### config.mk
export PLATFORM = sky130hd
export DESIGN_NAME = prv32_alu_arbiter
export DESIGN_NICKNAME = d
export VERILOG_FILES = /design/src/rtl/prv32_alu_arbiter.sv
export SDC_FILE = /design/constraint.sdc
export NUM_CORES = 1
export LEC_CHECK = 0
export ABC_AREA = 1
export BUFFER_PORTS_ARGS = -buffer_cell sky130_fd_sc_hd__buf_2
export CAP_MARGIN = 30
export CORE_AREA = 2 2 117 119
export CTS_CLUSTER_SIZE = 40
export DETAILED_ROUTE_END_ITERATION = 12
export DIE_AREA = 0 0 119 121
export PLACE_DENSITY = 0.83
export SLEW_MARGIN = 20
export SYNTH_ARGS = -nofsm -noshare
export SYNTH_HDL_FRONTEND = slang
export SYNTH_SLANG_ARGS = --single-unit
export TNS_END_PERCENT = 100
### constraint.sdc
create_clock -name clk -period 1.5 [get_ports clk]
set_clock_uncertainty 0.1 [all_clocks]
set_input_delay 0 -clock clk [delete_from_list [all_inputs] [get_ports clk]]
set_output_delay 0 -clock clk [all_outputs]
set_load 0.02 [all_outputs]
### src/rtl/prv32_alu_arbiter.sv
// ---------------------------------------------------------------------------
// prv32_alu_arbiter
//
// Shares one combinational ALU between two requesters. A grant in IDLE
// registers the winning port's operands onto the alu_* bus. The ALU result is
// captured one cycle later. The response is then held until the consumer
// takes it.
//
// Parameters
//   ROUND_ROBIN  1: alternate between ports when both are valid.
//                0: fixed priority to port 0.
//
// Ports
//   clk, rst_n                       clock, asynchronous active-low reset
//   reqN_valid / reqN_ready          request handshake, port N in {0,1}
//   reqN_a, reqN_b                   32-bit operands
//   reqN_shamt, reqN_alufn           shift amount, ALU function (passed as-is)
//   alu_a, alu_b, alu_shamt,
//   alu_alufn                        registered operands to the shared ALU
//   alu_r, alu_cf/zf/vf/sf           combinational ALU result and flags
//   rsp_valid / rsp_ready            response handshake
//   rsp_id                           port that issued the held response
//   rsp_r, rsp_flags                 registered result, flags {cf,zf,vf,sf}
//   busy                             high whenever the FSM is not IDLE
// ---------------------------------------------------------------------------
module prv32_alu_arbiter #(
    parameter bit ROUND_ROBIN = 1'b1
) (
    input  logic        clk,
    input  logic        rst_n,

    input  logic        req0_valid,
    output logic        req0_ready,
    input  logic [31:0] req0_a,
    input  logic [31:0] req0_b,
    input  logic [4:0]  req0_shamt,
    input  logic [3:0]  req0_alufn,

    input  logic        req1_valid,
    output logic        req1_ready,
    input  logic [31:0] req1_a,
    input  logic [31:0] req1_b,
    input  logic [4:0]  req1_shamt,
    input  logic [3:0]  req1_alufn,

    output logic [31:0] alu_a,
    output logic [31:0] alu_b,
    output logic [4:0]  alu_shamt,
    output logic [3:0]  alu_alufn,
    input  logic [31:0] alu_r,
    input  logic        alu_cf,
    input  logic        alu_zf,
    input  logic        alu_vf,
    input  logic        alu_sf,

    output logic        rsp_valid,
    input  logic        rsp_ready,
    output logic        rsp_id,
    output logic [31:0] rsp_r,
    output logic [3:0]  rsp_flags,

    output logic        busy
);

    typedef enum logic [1:0] {
        IDLE = 2'd0,
        EXEC = 2'd1,
        RESP = 2'd2
    } state_t;

    state_t state, state_next;
    logic   last_grant;   // port granted on the most recent accept edge
    logic   grant;        // port that would win in IDLE this cycle
    logic   grant_valid;  // the winning port actually has a request
    logic   accept;       // handshake completes on the coming edge

    // -----------------------------------------------------------------------
    // Grant selection. Port 1 wins only when it is the sole requester, or,
    // in round-robin mode, when both request and port 0 was served last.
    // -----------------------------------------------------------------------
    always_comb begin
        if (ROUND_ROBIN) begin
            if (req0_valid && req1_valid) grant = ~last_grant;
            else                          grant = req1_valid;
        end else begin
            grant = ~req0_valid;
        end
        grant_valid = grant ? req1_valid : req0_valid;
    end

    assign accept = (state == IDLE) && grant_valid;

    // -----------------------------------------------------------------------
    // FSM state register
    // -----------------------------------------------------------------------
    // NOTE: sequential state uses non-blocking assignments so every register
    // samples the pre-edge values, independent of statement order.
    always_ff @(posedge clk or negedge rst_n) begin
        if (!rst_n) state <= IDLE;
        else        state <= state_next;
    end

    // -----------------------------------------------------------------------
    // FSM next state and handshake outputs
    // -----------------------------------------------------------------------
    // NOTE: every output of this block gets a default first, so no path
    // leaves one unassigned and no latch is inferred.
    always_comb begin
        state_next = state;
        req0_ready = 1'b0;
        req1_ready = 1'b0;
        busy       = (state != IDLE);
        case (state)
            IDLE: begin
                if (grant_valid) begin
                    req0_ready = ~grant;
                    req1_ready = grant;
                    state_next = EXEC;
                end
            end
            EXEC:    state_next = RESP;
            RESP:    if (rsp_ready) state_next = IDLE;
            default: state_next = IDLE;
        endcase
    end

    // -----------------------------------------------------------------------
    // Operand, response and arbitration registers.
    // alu_* keep the last accepted operation. rsp_id doubles as the id
    // register: it is loaded at accept and stays frozen through RESP.
    // -----------------------------------------------------------------------
    // NOTE: all registers here are plain flops, not memories, so each one
    // gets an explicit reset value. last_grant resets to 1 so that port 0
    // wins the first tie after reset.
    always_ff @(posedge clk or negedge rst_n) begin
        if (!rst_n) begin
            alu_a      <= '0;
            alu_b      <= '0;
            alu_shamt  <= '0;
            alu_alufn  <= '0;
            rsp_id     <= 1'b0;
            last_grant <= 1'b1;
            rsp_valid  <= 1'b0;
            rsp_r      <= '0;
            rsp_flags  <= '0;
        end else begin
            if (accept) begin
                alu_a      <= grant ? req1_a     : req0_a;
                alu_b      <= grant ? req1_b     : req0_b;
                alu_shamt  <= grant ? req1_shamt : req0_shamt;
                alu_alufn  <= grant ? req1_alufn : req0_alufn;
                rsp_id     <= grant;
                last_grant <= grant;
            end

            if (state == EXEC) begin
                rsp_r     <= alu_r;
                rsp_flags <= {alu_cf, alu_zf, alu_vf, alu_sf};
                rsp_valid <= 1'b1;
            end else if ((state == RESP) && rsp_ready) begin
                rsp_valid <= 1'b0;
            end
        end
    end

endmodule
==> results of run 1 <==
[layer usage]
metal	GRT usage, %	routed length, um	vias up	share of wire (%)
met3	10.6	3100	252	11
met1	38.0	9350	3545	33
met5	0	0	-	0
met2	59.2	13200	731	47
li1	-	-	3248	-
met4	26.9	2380	0	8.5
[layout by cell type, fill, tap and decap left out, types with 4 or more instances in the layout]
cell,count
nand3_1,60
dlygate4sd3_1,186
nand3_2,14
clkinv_2,4
nand2_4,7
clkbuf_16,25
dfrtp_1,113
buf_12,10
nand2_1,399
buf_16,6
inv_1,19
buf_4,11
buf_6,6
nand2_2,41
nand3b_1,17
buf_2,297
clkinvlp_4,6
[critical path, delay by kind of cell, from the launching register on]
family | cells | cell delay [ns]
flip-flops | 1 | 0.55
AND/OR/NAND/NOR | 6 | 0.52
buffers and inverters | 2 | 0.36
[through the flow]
stage               util (%)  worst slack [ns]
global route            79.0            -0.130
floorplan                  -             0.130
detailed placement      54.5            0.0665
finish                  79.1            -0.115
CTS                     75.5           -0.0581
global placement        54.5             0.126
[cell type report]
cell class | instances | share of cell area, %
Tap cell | 176 | 2.13
Timing Repair Buffer | 526 | 39.7
Clock buffer | 18 | 4.25
Sequential cell | 114 | 27.6
Antenna cell | 3 | 0.0726
Multi-Input combinational cell | 545 | 23.8
Inverter | 23 | 0.859
Clock inverter | 14 | 1.58
[synthesized netlist by cell type]
cell,count
buf_2,30
inv_1,20
nand3b_1,17
nor2_1,3
buf_1,1
buf_4,8
dfrtp_1,113
nand2_1,446
nor2_2,1
buf_6,4
o21ai_0,2
dfstp_2,1
inv_2,3
nand3_1,74
clkbuf_1,4
nand2_2,1
a21oi_1,1
[cells by family (layout without fill, tap and decap cells)]
group / Yosys count / count (layout) / synth area share, %
buffers and inverters: 70 / 581 / 6.64
DFF: 114 / 114 / 52.6
other: 0 / 3 / 0
and+or+nand+nor: 542 / 542 / 40.5
AOI/OAI and AO/OA: 3 / 3 / 0.277
[where the power goes]
part	internal, W	total (W)	switching, W
registers	0.00460	0.00555	0.000952
clock network	0.00264	0.00415	0.00151
logic	0.00373	0.0102	0.00642
total	0.0110	0.0199	0.00888
[worst max-delay path by stage]
stage | endpoint | slack (ns) | startpoint | cells after the start
2_1_floorplan | req0_ready | 0.13 | last_grant$_DFFE_PN1P_ | 4
3_3_place_gp | alu_b[9]$_DFFE_PN0P_ | 0.13 | state[1]$_DFFE_PN0P_ | 7
3_5_place_dp | alu_b[18]$_DFFE_PN0P_ | 0.07 | state[1]$_DFFE_PN0P_ | 7
4_1_cts | req0_ready | -0.06 | state[1]$_DFFE_PN0P_ | 7
5_1_grt | alu_alufn[2]$_DFFE_PN0P_ | -0.13 | last_grant$_DFFE_PN1P_ | 8
6_report | alu_alufn[2]$_DFFE_PN0P_ | -0.12 | last_grant$_DFFE_PN1P_ | 8
[sequential cells by signal, indices dropped and copies added, names as in the netlist]
name,flops
alu_a,32
alu_b,32
rsp_r,32
alu_shamt,5
alu_alufn,4
rsp_flags,4
state,2
last_grant,1
rsp_id,1
rsp_valid,1
[what timing repair did]
action / 4_1_cts / 5_1_grt
endpoints found under the hold margin: 227 / 0
buffers inserted: 10 / 1
hold buffers: 186 / 0
setup endpoints to repair: 2 / 75
resized for setup: 9 / 81
cloned: 6 / 9
pin swaps: 4 / 12
==> results.toml, run 1 <==
[setup_path]
r2r_end = "alu_alufn[2]$_DFFE_PN0P_"
worst_path_largest_cell_delay_ns = 0.55
worstRegToRegCells = 8
slowest_stage = "dfstp_2"
cp_max_fo = 10
endpoint_kind = "flip-flop"
critPathRequiredTime_ns = 1.74
r2r-start = "last_grant$_DFFE_PN1P_"
critical_path.most_common_cell = "nand2_1"
crit_arrival_ns = 1.86
worst-setup-path-type = "reg -> reg"
crit_chain = "nand2_4, nand2_4, buf_12, clkbuf_16, nand2_1, nand2_1, nand2_1, nand2_1"
cp-start-kind = "flip-flop"
r2r_slack_ns = -0.12

[clock_network]
cts_max_level = 4
clk_latency_ns = 0.41
clk_pin_slew_ns = 0.06
cts_buffers = 17
clock_sinks = 114
root_buffer = "clkbuf_16"
cts_tree = "done"
cts_buffer_depth = 2

[yosys]
synthTopCellsByArea = "dfrtp_1 (52%), nand2_1 (31%), nand3_1 (6.8%)"
syn-num-nets = 916
ys_types = 17
yosysTopAreaCell = "dfrtp_1"
netlist_area_um2 = 5430
synthCells = 729
synth_top_area_share_pct = 52.1
yosysSeqAreaShare_pct = 52.6
synth.ff_latch_count = 114
synth_area_per_cell_um2 = 7.44
ys_warn_count = 0

[sta]
tightestPinTransition_ns = 0.653
layout_min_cycle_time_ns = 1.62
rsz0062_at_grt = "true"
setup_viol = 19
hold_viol_final = 0
final_max_slew_viol_count = 0
relSlewSlack_pct = 56.5
fin_crit_sh_pct = 108
hold_slack_ns = 0.0371
layout_setup_ws_ns = -0.115
fin_tns_setup_ns = -0.503
max_freq_mhz = 619

[place]
gp_congestion = 0.810
port_buffers = 300
place_area_um2 = 7130
place_hpwl_um = 11400
place_inst = 1173

[routing]
num_vias = 7776
wirelength_um = 28100
route.detailed.drc = 0
drt_iter0_markers = 938
viasPerCell = 5.48
ant_nets = 0
post_drt_wl_per_cell_um = 19.8
dr.pass1.iters = 8

[floorplanning]
row_count = 42
die_h_um = 121
die_area_um2 = 14400
io_pins = 301
initial_utilization_pct = 41.5
coreArea_um2 = 13100
dieWidth_um = 119

[final_layout]
final.fill_count = 722
nets = 1414
synthToLayoutAreaGrowth_pct = 90.7
final_cell_count_no_fill = 1419
register_area_um2 = 2850
multi_input_area_um2 = 2460
stdcell_area_um2 = 10300
drive_gt1_share_pct = 35.7

[status]
violations = "setup timing"
status = "complete, but fails checks"

[power]
power.density_nw_per_um2 = 1920
total_power_w = 0.0199
p_leak_nw = 5.77
peakVddDrop_uv = 1310

[grt]
antenna_found_initial = 2
grt_pass1_vias = 7615
grt_max_degree = 52
grt_usage_pct = 35.5
grt-ovfl-total = 0
grt_pass1_wl_um = 39300

[worst_hold_path]
hp-class = "in -> reg"
whs_endpoint = "last_grant$_DFFE_PN1P_"
min_path_cells = 7
min-delay-start = "req0_valid"

[flow_run]
drv_cap = 0
No activity file was read; power rests on OpenSTA's default activity.
==> run 2, diff against run 1 <==
Settings changed: SKIP_LAST_GASP from default to 1.
==> results.toml, run 2 (synthesis gave the netlist of run 1 again) <==
[final_layout]
drive_gt1_share_pct = 32.8
mostFrequentLayoutCells = "nand2_1 (427), buf_2 (297), dlygate4sd3_1 (186), dfrtp_1 (113), nand3_1 (68)"
final.fill_count = 714
nets = 1414
reg.largest.list = "alu_a (32), alu_b (32), rsp_r (32)"
final_cell_count_no_fill = 1419
synthToLayoutAreaGrowth_pct = 88.6
layout_commonest_cell = "nand2_1"

[routing]
post_drt_wl_per_cell_um = 19.8
wirelength_um = 28100
num_vias = 7798
routed.top_layer = "met4"
wl_met3_um = 3530
viasPerCell = 5.50
dr_wl_met2_um = 12900
route.detailed.drc = 0
dr.pass1.iters = 8
ant_nets = 0
drt_iter0_markers = 1021
wl_met1_um = 9220

[power]
power.density_nw_per_um2 = 1940
peakVddDrop_uv = 1290
p_leak_nw = 5.75

[place]
place_inst = 1173
place_hpwl_um = 11400
dp_slack_ns = 0.0665
gp_congestion = 0.810
port_buffers = 300

[sta]
rsz0062_at_grt = "true"
hold_viol_final = 0
tightestPinTransition_ns = 0.614
layout_setup_ws_ns = -0.212
fin_crit_sh_pct = 114
max_freq_mhz = 584
layout_min_cycle_time_ns = 1.71
final_max_slew_viol_count = 0
relSlewSlack_pct = 59.0
setup_viol = 15

[floorplanning]
row_count = 42
dieWidth_um = 119
die_h_um = 121
io_pins = 301
coreArea_um2 = 13100
die_area_um2 = 14400
initial_utilization_pct = 41.5

[setup_path]
slowest_stage = "dfstp_2"
critPathRequiredTime_ns = 1.69
crit_arrival_ns = 1.90
worst_path_largest_cell_delay_ns = 0.55
cp-start-kind = "flip-flop"
critical_path.most_common_cell = "nand2_1"
endpoint_kind = "flip-flop"
crit_chain = "nand2_4, nand2_4, buf_12, buf_16, nand2_1, nand2_1, nand2_1, nand2_1"
worst-setup-path-type = "reg -> reg"
cp_max_fo = 5

[clock_network]
cts_buffers = 17
clk_latency_ns = 0.41
cts_tree = "done"
root_buffer = "clkbuf_16"
cts_max_level = 4
clk_pin_slew_ns = 0.06
cts_buffer_depth = 2
clock_sinks = 114

[grt]
grt-ovfl-total = 0
grt_usage_pct = 35.0
antenna_found_initial = 2
grt_pass1_vias = 7578
grt_max_degree = 52
grt_pass1_wl_um = 38800

[status]
status = "complete, but fails checks"
violations = "setup timing"

[worst_hold_path]
hp-class = "in -> reg"

[flow_run]
drv_cap = 0
-- run 2: cell counts in the layout (fill, tap and decap cells not counted) --
No cell type changed its count.
-- run 2: final timing paths --
check | cells after the start | slack, ns | startpoint | end
worst max-delay path | 8 | -0.21 | last_grant$_DFFE_PN1P_ | alu_b[4]$_DFFE_PN0P_
worst min-delay path | 7 | 0.08 | req0_valid | last_grant$_DFFE_PN1P_
worst max register to register | 8 | -0.21 | last_grant$_DFFE_PN1P_ | alu_b[4]$_DFFE_PN0P_
worst min register to register | 2 | 0.37 | rsp_r[6]$_DFFE_PN0P_ | rsp_r[6]$_DFFE_PN0P_
max in group asynchronous | 4 | 0.25 | rst_n | last_grant$_DFFE_PN1P_
min in group asynchronous | 3 | 0.49 | rst_n | rsp_r[28]$_DFFE_PN0P_
-- run 2: area by class of cell --
cell class	count	area (um2)	area share (%)
inverters	23	88.8	0.868
clock inverters	14	164	1.60
diodes	3	7.51	0.0734
well taps	176	220	2.15
flip-flops and latches	114	2850	27.9
multi-input cells	545	2350	23.0
clock buffers	18	439	4.29
repair buffers	526	4110	40.1
-- run 2: routing by layer --
| metal | vias to the layer above | global-route usage (%) |
|---|---|---|
| met4 | 0 | 26.1 |
| met2 | 750 | 58.7 |
| met3 | 275 | 10.8 |
| met5 | - | 0 |
| li1 | 3250 | - |
| met1 | 3523 | 37.0 |
-- run 2: metrics by stage --
| step | cell area (um2) | utilization (%) | TNS [ns] | total power, W | hold WS [ns] |
|---|---|---|---|---|---|
| detailed placement | 7130 | 54.5 | 0 | 0.0132 | -0.158 |
| CTS | 9890 | 75.6 | -0.978 | 0.0184 | 0.0119 |
| finish | 10200 | 78.2 | -0.762 | 0.0198 | 0.0789 |
| global placement | 7130 | 54.5 | 0 | 0.0130 | -0.156 |
| global route | 10200 | 78.2 | -3.25 | 0.0208 | 0.118 |
| floorplan | 5430 | - | 0 | 0.0104 | -0.396 |
-- run 2: power by group --
part | internal (W) | switching [W] | leakage (nW) | total (W)
logic | 0.00369 | 0.00644 | 4.07 | 0.0101
clock network | 0.00264 | 0.00149 | 0.280 | 0.00413
registers | 0.00460 | 0.000965 | 1.41 | 0.00556
-- run 2: critical path, delay by kind of cell, from the launching register on --
| family | cells | cell delay [ns] |
|---|---|---|
| flip-flops | 1 | 0.55 |
| buffers and inverters | 2 | 0.29 |
| AND/OR/NAND/NOR | 6 | 0.64 |
-- run 2: what timing repair did --
action	CTS	global route
pin swaps	4	11
hold buffers	186	0
buffers inserted	10	1
endpoints found under the hold margin	227	0
resized for setup	8	45
cloned	6	9
endpoints found under the setup margin	2	77
==> run 3, diff against run 2 <==
Settings changed: BUFFER_PORTS_ARGS -buffer_cell sky130_fd_sc_hd__buf_2 to -buffer_cell sky130_fd_sc_hd__buf_4.
==> results.toml, run 3 (synthesis gave the netlist of run 1 again) <==
[status]
status = "complete, but fails checks"
violations = "setup timing"

[clock_network]
cts_tree = "done"
cts_buffer_depth = 2
cts_buffers = 17
clock_sinks = 114
cts_max_level = 4
clk_latency_ns = 0.40
clk_pin_slew_ns = 0.06
root_buffer = "clkbuf_16"

[routing]
post_drt_wl_per_cell_um = 20.1
viasPerCell = 5.40
route.detailed.drc = 0
drt_iter0_markers = 918
num_vias = 7671
wirelength_um = 28500
ant_nets = 0
dr.pass1.iters = 6

[place]
port_buffers = 300
place_inst = 1173
place_hpwl_um = 11800
gp_congestion = 0.821

[flow_run]
drv_cap = 0

[sta]
relSlewSlack_pct = 43.6
layout_setup_ws_ns = -0.0530
final_max_slew_viol_count = 0
rsz0062_at_grt = "true"
hold_viol_final = 0
layout_min_cycle_time_ns = 1.55
fin_crit_sh_pct = 104
fin_tns_setup_ns = -0.220
max_freq_mhz = 644
hold_slack_ns = 0.0743
tightestPinTransition_ns = 0.846
setup_viol = 11

[setup_path]
crit_arrival_ns = 1.79
endpoint_kind = "flip-flop"
critPathRequiredTime_ns = 1.74
cp-start-kind = "flip-flop"
worst-setup-path-type = "reg -> reg"
cp_max_fo = 5

[floorplanning]
die_area_um2 = 14400
die_h_um = 121
initial_utilization_pct = 41.5
io_pins = 301
coreArea_um2 = 13100
dieWidth_um = 119
row_count = 42

[grt]
grt_usage_pct = 36.5
grt-ovfl-total = 0
grt_pass1_wl_um = 40800
antenna_found_initial = 3
grt_max_degree = 71
grt_pass1_vias = 7900

[final_layout]
synthToLayoutAreaGrowth_pct = 102
drive_gt1_share_pct = 33.0
mostFrequentLayoutCells = "nand2_1 (418), buf_4 (306), dlygate4sd3_1 (186), dfrtp_1 (113), nand3_1 (68)"
reg.largest.list = "alu_a (32), alu_b (32), rsp_r (32)"
layout_commonest_cell = "nand2_1"
final_cell_count_no_fill = 1421
final_util_pct = 83.6
nets = 1413

[power]
p_leak_nw = 5.96
power.density_nw_per_um2 = 1870
peakVddDrop_uv = 1300

[worst_hold_path]
hp-class = "in -> async"
## run 3: power breakdown
group	switching (W)	internal [W]	total [W]
registers	0.00107	0.00460	0.00568
logic	0.00633	0.00450	0.0108
clock network	0.00137	0.00255	0.00392
total	0.00877	0.0117	0.0204
## run 3: critical path, cell delays in order, from the launching register on
cell     delay, ns
dfstp_2       0.55
nand2_4       0.09
nand2_8       0.09
buf_12        0.13
buf_12        0.12
nand2_1       0.09
nand2_1       0.12
nand2_1       0.09
nand2_1       0.09
## run 3: per-stage QoR
step / cell area [um2] / setup slack [ns] / power (W)
after global routing: 10900 / -0.356 / 0.0214
final: 10900 / -0.0530 / 0.0204
after floorplan: 5430 / 0.130 / 0.0104
after global placement: 7870 / 0.0397 / 0.0141
after CTS: 10600 / -0.0472 / 0.0193
after detailed placement: 7870 / 0.0239 / 0.0142
## run 3: worst paths after layout
check,from,end,slack [ns],depth (start not counted)
worst max-delay path,last_grant$_DFFE_PN1P_,alu_b[1]$_DFFE_PN0P_,-0.05,8
worst min-delay path,rst_n,last_grant$_DFFE_PN1P_,0.07,2
worst max register to register,last_grant$_DFFE_PN1P_,alu_b[1]$_DFFE_PN0P_,-0.05,8
worst min register to register,rsp_r[7]$_DFFE_PN0P_,rsp_r[7]$_DFFE_PN0P_,0.37,2
max in group asynchronous,rst_n,rsp_r[30]$_DFFE_PN0P_,0.34,3
min in group clk,req0_valid,last_grant$_DFFE_PN1P_,0.08,7
## run 3: layout make-up
class                           count  area (um2)
Inverter                           23        88.8
Tap cell                          176         220
Sequential cell                   114        2850
Fill cell                         649        2150
Timing Repair Buffer              525        4820
Multi-Input combinational cell    545        2370
Antenna cell                        8        20.0
Clock inverter                      6        80.1
Clock buffer                       24         482
## run 3: routing by layer
layer | GRT usage (%) | part of all wire [%] | up-vias
li1 | - | - | 3238
met5 | 0 | 0 | -
met2 | 63.0 | 49 | 662
met1 | 38.1 | 34 | 3556
met4 | 25.8 | 7.5 | 0
met3 | 10.9 | 10 | 215
## run 3: what timing repair did
item	in CTS	in global routing
hold buffers	187	0
setup buffers	11	1
cloned	5	7
endpoints found under the hold margin	225	0
pin swaps	4	15
setup endpoints to repair	2	97
resized for setup	11	59
